### src/rtl/platform_table_loader_pkg.sv
// Platform descriptor formats, slot counts and empty-slot constants shared by
// the table loader, color_mapper and the collision logic.
package platform_pkg;

  localparam int NUM_SLOTS       = 16;
  localparam int SLOTS_PER_LEVEL = 32;
  localparam int DESC_W          = 29;

  typedef struct packed {
    logic [9:0] length;
    logic [8:0] y_loc;
    logic [9:0] x_start;
  } ground_desc_t;

  typedef struct packed {
    logic [9:0] length;
    logic [9:0] x_loc;
    logic [8:0] y_start;
  } fence_desc_t;

  // Empty slots park their fixed coordinate off-screen so nothing draws or collides.
  localparam ground_desc_t EMPTY_GROUND = '{length: 10'd0, y_loc: 9'd511, x_start: 10'd0};
  localparam fence_desc_t  EMPTY_FENCE  = '{length: 10'd0, x_loc: 10'd1023, y_start: 9'd0};

  typedef enum logic [1:0] {
    ST_IDLE,
    ST_FETCH,
    ST_DRAIN,
    ST_WAIT_FRAME
  } load_state_t;

  function automatic ground_desc_t to_ground(input logic [DESC_W-1:0] word);
    return ground_desc_t'(word);
  endfunction

  function automatic fence_desc_t to_fence(input logic [DESC_W-1:0] word);
    return fence_desc_t'(word);
  endfunction

endpackage

### src/rtl/platform_table_loader.sv
// Streams one level's 32 ROM descriptors into shadow tables and commits them on frame_start.
// Ready 1+32+ROM_LAT cycles after accept, then waits for vblank; no queueing, load_req ignored while busy.
module platform_table_loader
  import platform_pkg::*;
#(
  parameter int NUM_LEVELS = 4,
  parameter int LEVEL_W    = 2,
  parameter int ROM_LAT    = 1
) (
  input  logic                         clk,
  input  logic                         rst_n,
  input  logic                         load_req,
  input  logic [LEVEL_W-1:0]           level_id,
  input  logic                         frame_start,
  output logic [LEVEL_W+4:0]           rom_addr,
  input  logic [29:0]                  rom_data,
  output logic                         busy,
  output logic                         done,
  output logic                         load_err,
  output ground_desc_t [NUM_SLOTS-1:0] info_ground,
  output fence_desc_t  [NUM_SLOTS-1:0] info_fence
);

  localparam logic [1:0] DRAIN_LAST = 2'(ROM_LAT - 1);

  load_state_t                  state_q, state_d;
  logic [LEVEL_W-1:0]           lvl_q;
  logic [4:0]                   slot_q;
  logic [1:0]                   drain_q;
  logic [ROM_LAT-1:0]           pipe_vld_q;
  logic [ROM_LAT-1:0][4:0]      pipe_idx_q;
  ground_desc_t [NUM_SLOTS-1:0] shadow_ground;
  fence_desc_t  [NUM_SLOTS-1:0] shadow_fence;
  logic                         done_q, err_q;
  logic                         id_ok, accept, commit, cap_vld;
  logic [4:0]                   cap_idx;

  assign id_ok   = 32'(level_id) < 32'(NUM_LEVELS);
  assign accept  = (state_q == ST_IDLE) && load_req && id_ok;
  assign commit  = (state_q == ST_WAIT_FRAME) && frame_start;
  assign cap_vld = pipe_vld_q[ROM_LAT-1];
  assign cap_idx = pipe_idx_q[ROM_LAT-1];

  always_ff @(posedge clk or negedge rst_n) begin
    if (!rst_n) state_q <= ST_IDLE;
    else        state_q <= state_d;
  end

  always_comb begin
    state_d = state_q;
    case (state_q)
      ST_IDLE:       if (accept) state_d = ST_FETCH;
      ST_FETCH:      if (slot_q == 5'd31) state_d = ST_DRAIN;
      ST_DRAIN:      if (drain_q == DRAIN_LAST) state_d = ST_WAIT_FRAME;
      ST_WAIT_FRAME: if (frame_start) state_d = ST_IDLE;
      default:       state_d = ST_IDLE;
    endcase
  end

  always_comb begin
    busy     = (state_q != ST_IDLE);
    rom_addr = {lvl_q, slot_q};
    done     = done_q;
    load_err = err_q;
  end

  always_ff @(posedge clk or negedge rst_n) begin
    if (!rst_n) begin
      lvl_q   <= '0;
      slot_q  <= '0;
      drain_q <= '0;
      done_q  <= 1'b0;
      err_q   <= 1'b0;
    end else begin
      done_q <= commit;
      err_q  <= (state_q == ST_IDLE) && load_req && !id_ok;
      if (accept) begin
        lvl_q  <= level_id;
        slot_q <= '0;
      end else if (state_q == ST_FETCH && slot_q != 5'd31) begin
        slot_q <= slot_q + 5'd1;
      end
      if (state_q == ST_FETCH)      drain_q <= '0;
      else if (state_q == ST_DRAIN) drain_q <= drain_q + 2'd1;
    end
  end

  // Each issued address travels with its slot index so the returning word lands in the right shadow slot.
  always_ff @(posedge clk or negedge rst_n) begin
    if (!rst_n) begin
      pipe_vld_q <= '0;
      pipe_idx_q <= '0;
    end else begin
      pipe_vld_q[0] <= (state_q == ST_FETCH);
      pipe_idx_q[0] <= slot_q;
      for (int i = 1; i < ROM_LAT; i++) begin
        pipe_vld_q[i] <= pipe_vld_q[i-1];
        pipe_idx_q[i] <= pipe_idx_q[i-1];
      end
    end
  end

  always_ff @(posedge clk or negedge rst_n) begin
    if (!rst_n) begin
      for (int i = 0; i < NUM_SLOTS; i++) begin
        shadow_ground[i] <= EMPTY_GROUND;
        shadow_fence[i]  <= EMPTY_FENCE;
      end
    end else if (cap_vld) begin
      if (cap_idx[4])
        shadow_fence[cap_idx[3:0]]  <= rom_data[29] ? to_fence(rom_data[28:0]) : EMPTY_FENCE;
      else
        shadow_ground[cap_idx[3:0]] <= rom_data[29] ? to_ground(rom_data[28:0]) : EMPTY_GROUND;
    end
  end

  // Active tables move only on the commit edge so a frame never sees a half-loaded level.
  always_ff @(posedge clk or negedge rst_n) begin
    if (!rst_n) begin
      for (int i = 0; i < NUM_SLOTS; i++) begin
        info_ground[i] <= EMPTY_GROUND;
        info_fence[i]  <= EMPTY_FENCE;
      end
    end else if (commit) begin
      info_ground <= shadow_ground;
      info_fence  <= shadow_fence;
    end
  end

endmodule

### config.mk
export PLATFORM = sky130hd
export DESIGN_NAME = platform_table_loader
export DESIGN_NICKNAME = d
export VERILOG_FILES = /design/src/rtl/platform_table_loader_pkg.sv /design/src/rtl/platform_table_loader.sv
export SDC_FILE = /design/constraint.sdc
export NUM_CORES = 2
export LEC_CHECK = 0
export CAP_MARGIN = 15
export CELL_PAD_IN_SITES_DETAIL_PLACEMENT = 1
export CELL_PAD_IN_SITES_GLOBAL_PLACEMENT = 1
export CORE_ASPECT_RATIO = 0.6
export CORE_MARGIN = 2
export CORE_UTILIZATION = 40
export DETAILED_ROUTE_END_ITERATION = 10
export GPL_TIMING_DRIVEN = 1
export PLACE_DENSITY_LB_ADDON = 0.1
export REMOVE_ABC_BUFFERS = 1
export SYNTH_ARGS = -nofsm -noshare
export SYNTH_HDL_FRONTEND = slang
export SYNTH_SLANG_ARGS = --single-unit
### constraint.sdc
create_clock -name clk -period 2.15 [get_ports clk]
set_clock_uncertainty 0.15 [all_clocks]
set_input_delay 0.5375 -clock clk [delete_from_list [all_inputs] [get_ports clk]]
set_output_delay 0.5375 -clock clk [all_outputs]
set_load 0.01 [all_outputs]
==> results.cfg <==
[worst_setup_path]
crit_path_start_kind = register
cp_data_arrival_time_ns = 1.59
cp_num_cells = 4
rr_startpoint = cap_idx[3]
crit_type = register to primary output
path_delay_family = flip-flops
worstPathMaxFanout = 2
cpPeakStageDelay_ns = 0.39
cpMostUsedCell = inv_2
end_kind = primary output
cp.required_ns = 1.46
crit_chain = inv_2 -> ha_4 -> inv_2 -> buf_6
path_buf_inv = 3
r2r_cells = 5
r2r_slack_ns = 0.09
r2r_end = shadow_ground[205]
critical-path-slowest-cell = dfrtp_1

[logic_synthesis]
synthArstFlopShare_pct = 100
yosysSeqAreaShare_pct = 66.8
ys_ff_latch = 1874
synth_edf_count = 0
avgSynthCellArea_um2 = 11.7
syn_inst = 6110
yosys_most_used_dff = dfrtp_1
yosys_warnings = 0
syn_area_um2 = 71300
synth_cell_type_count = 40

[final_layout]
drive_gt1_share_pct = 44.8
nets = 7402
area_growth_pct = 29.6
mostFrequentLayoutCells = nand2_1, dfrtp_1, mux2_2, dfstp_2, buf_2
n_fill_cell = 18373
mostFrequentLayoutCell = nand2_1

[detailed_routing]
wl_per_cell_um = 25.7
drtIter0Drc = 3184
via_per_inst = 5.05
ant_nets = 0
first_pass_iters = 8
wl_mm = 253
vias = 49803
drc = 0

[pwr]
power_frac_comb_pct = 27.7
total_power_w = 0.129
p_leak_nw = 47.6
max-vdd-ir-drop_mv = 0.670
seqPwrFrac_pct = 46.7
switching_share_pct = 32.5
power_switching_w = 0.0418
clockPowerShare_pct = 25.6
p_int_w = 0.0868
p_per_area_nw_per_um2 = 1390

[timing]
finalSetupViolations = 200
min_period_ns = 2.28
fmax_ghz = 0.438
finalMaxSlewViolations = 0
hold_violations = 0
tightest_slew_ns = 0.706
finalWorstSetupSlack_ns = -0.131
period_share_pct = 106
relSlewSlack_pct = 52.9
fin_hold_ws_ns = 0.104
rsz0062_at_grt = true

[global_route]
grt_max_degree = 117
grt_pass1_wl_mm = 369
grt-ovfl-total = 0
antenna_found_initial = 12
grt_use_total_pct = 27.6
grt_pass1_vias = 53758

[outcome]
violations = negative setup slack
status = finished with violations

[floorplan]
start_util_pct = 40.4
core_um2 = 176000
die_h_um = 331
ioPinCount = 974
dieArea_um2 = 182000
die_x_um = 549
row_count = 119

[clocking]
clk_path_buf_depth = 4
cts.root.buffer_cell = clkbuf_16
cts.sinks = 1874
cts_tree = built
cts-htree-levels = 4
cts.clk_slew.worst_paths_ns = 0.06
clk-insertion-delay-late_ns = 0.82
cts_inserted_buffers = 185

[placement]
portBuffers = 972
place_congestion = 0.807
dp_hpwl_mm = 171
place_ws_ns = -0.326

[hold_path]
hold_class = input pin to register
hold_end = lvl_q[1]
hold_path_startpoint = level_id[1]
min_path_cells = 3

[job]
max_cap_viol_count = 0
flip-flops by register name, summed over array words and instances (netlist names):
name	count
cap_idx	5
cap_vld	1
done	1
drain_q	2
info_fence	464
info_ground	464
lvl_q	2
shadow_fence	464
shadow_ground	464
slot_q	5
state_q	2
how the worst max path moves through the flow:
| stage | startpoint | endpoint | slack (ns) |
|---|---|---|---|
| 3_3_place_gp | frame_start | state_q[1] | -0.32 |
| 3_5_place_dp | rom_data[29] | shadow_fence[248] | -0.33 |
| 6_report | state_q[1] | busy | -0.13 |
| 4_1_cts | state_q[1] | busy | -0.20 |
| 5_1_grt | state_q[0] | busy | -0.23 |
| 2_1_floorplan | state_q[0] | info_fence[0] | -68.29 |
Yosys cell counts, types with 2 or more instances:
master    instances  area [µm²]
nand2_1        2806       10500
dfrtp_1        1266       31700
mux2_2          847        9540
dfstp_2         608       16000
clkbuf_1        274        1030
mux2_1           62         698
buf_4            44         330
buf_2            36         180
buf_1            21        78.8
and2_1           20         125
mux2_4           20         300
nor2_1           19        71.3
buf_6            18         203
nand2b_1         13        81.3
ha_1              8         100
inv_1             7        26.3
nor2b_1           6        37.5
nor3_2            4        40.0
nand4b_1          3        26.3
o21ai_0           3        15.0
and3_1            2        12.5
and4bb_2          2        25.0
buf_8             2        30.0
mux2i_1           2        20.0
nand3b_1          2        15.0
metal layers:
metal	global-route usage [%]	wire, µm	vias up
met5	0	0	-
met4	8.93	8660	0
met3	3.53	9810	353
met2	47.4	126000	1126
met1	36.5	109000	26506
li1	-	-	21818
worst min-delay path: stages:
cell,delay (ns)
clkdlybuf4s50_1,0.40
nand2_1,0.05
nand2_1,0.04
cells by family (layout without fill, tap and decap cells):
group                      Yosys count  count (layout)  share of synthesized area [%]
and+or+nand+nor                   2886            2886                           15.5
DFF                               1874            1874                           66.8
muxes                              931             931                           14.8
buffers and inverters              402            1795                           2.63
adders and majority gates            8               8                          0.140
AOI/OAI and AO/OA                    6               6                         0.0526
xor gates and xnor gates             2               2                         0.0246
other                                1               4                        0.00526
power by group through the flow:
stage                     Combinational (W)  Sequential [W]  Clock [W]
after floorplan                      0.0110          0.0564          0
after CTS                            0.0359          0.0601     0.0336
final                                0.0356          0.0601     0.0329
after global placement               0.0356          0.0596          0
after detailed placement             0.0366          0.0599          0
after global routing                 0.0388          0.0611     0.0351
layout make-up:
class | instances | area, µm² | share of cell area (%)
clock buffers | 284 | 5500 | 5.96
flip-flops and latches | 1874 | 47800 | 51.7
inverters | 7 | 33.8 | 0.0366
multi-input cells | 3834 | 22000 | 23.8
diodes | 3 | 7.51 | 0.00812
repair buffers | 1456 | 13500 | 14.7
clock inverters | 48 | 551 | 0.596
well taps | 2359 | 2950 | 3.19
through the flow:
stage	area [µm²]	std cells	setup TNS [ns]	util [%]
final	92400	9865	-7.09	52.4
after global routing	92400	9863	-26.25	52.4
after CTS	92100	9838	-28.85	52.3
after detailed placement	87000	9373	-119.25	49.4
after global placement	87000	9373	-96.26	49.4
after floorplan	69500	5715	-	-
timing repair:
action / in CTS / in global routing
cloned: 0 / 0
pin swaps: 1 / 1
buffers inserted: 132 / 26
setup endpoints to repair: 938 / 408
gates resized for setup: 4329 / 27
endpoints found under the hold margin: 651 / 0
hold buffers: 1 / 0
No activity file was read; power rests on OpenSTA's default activity.
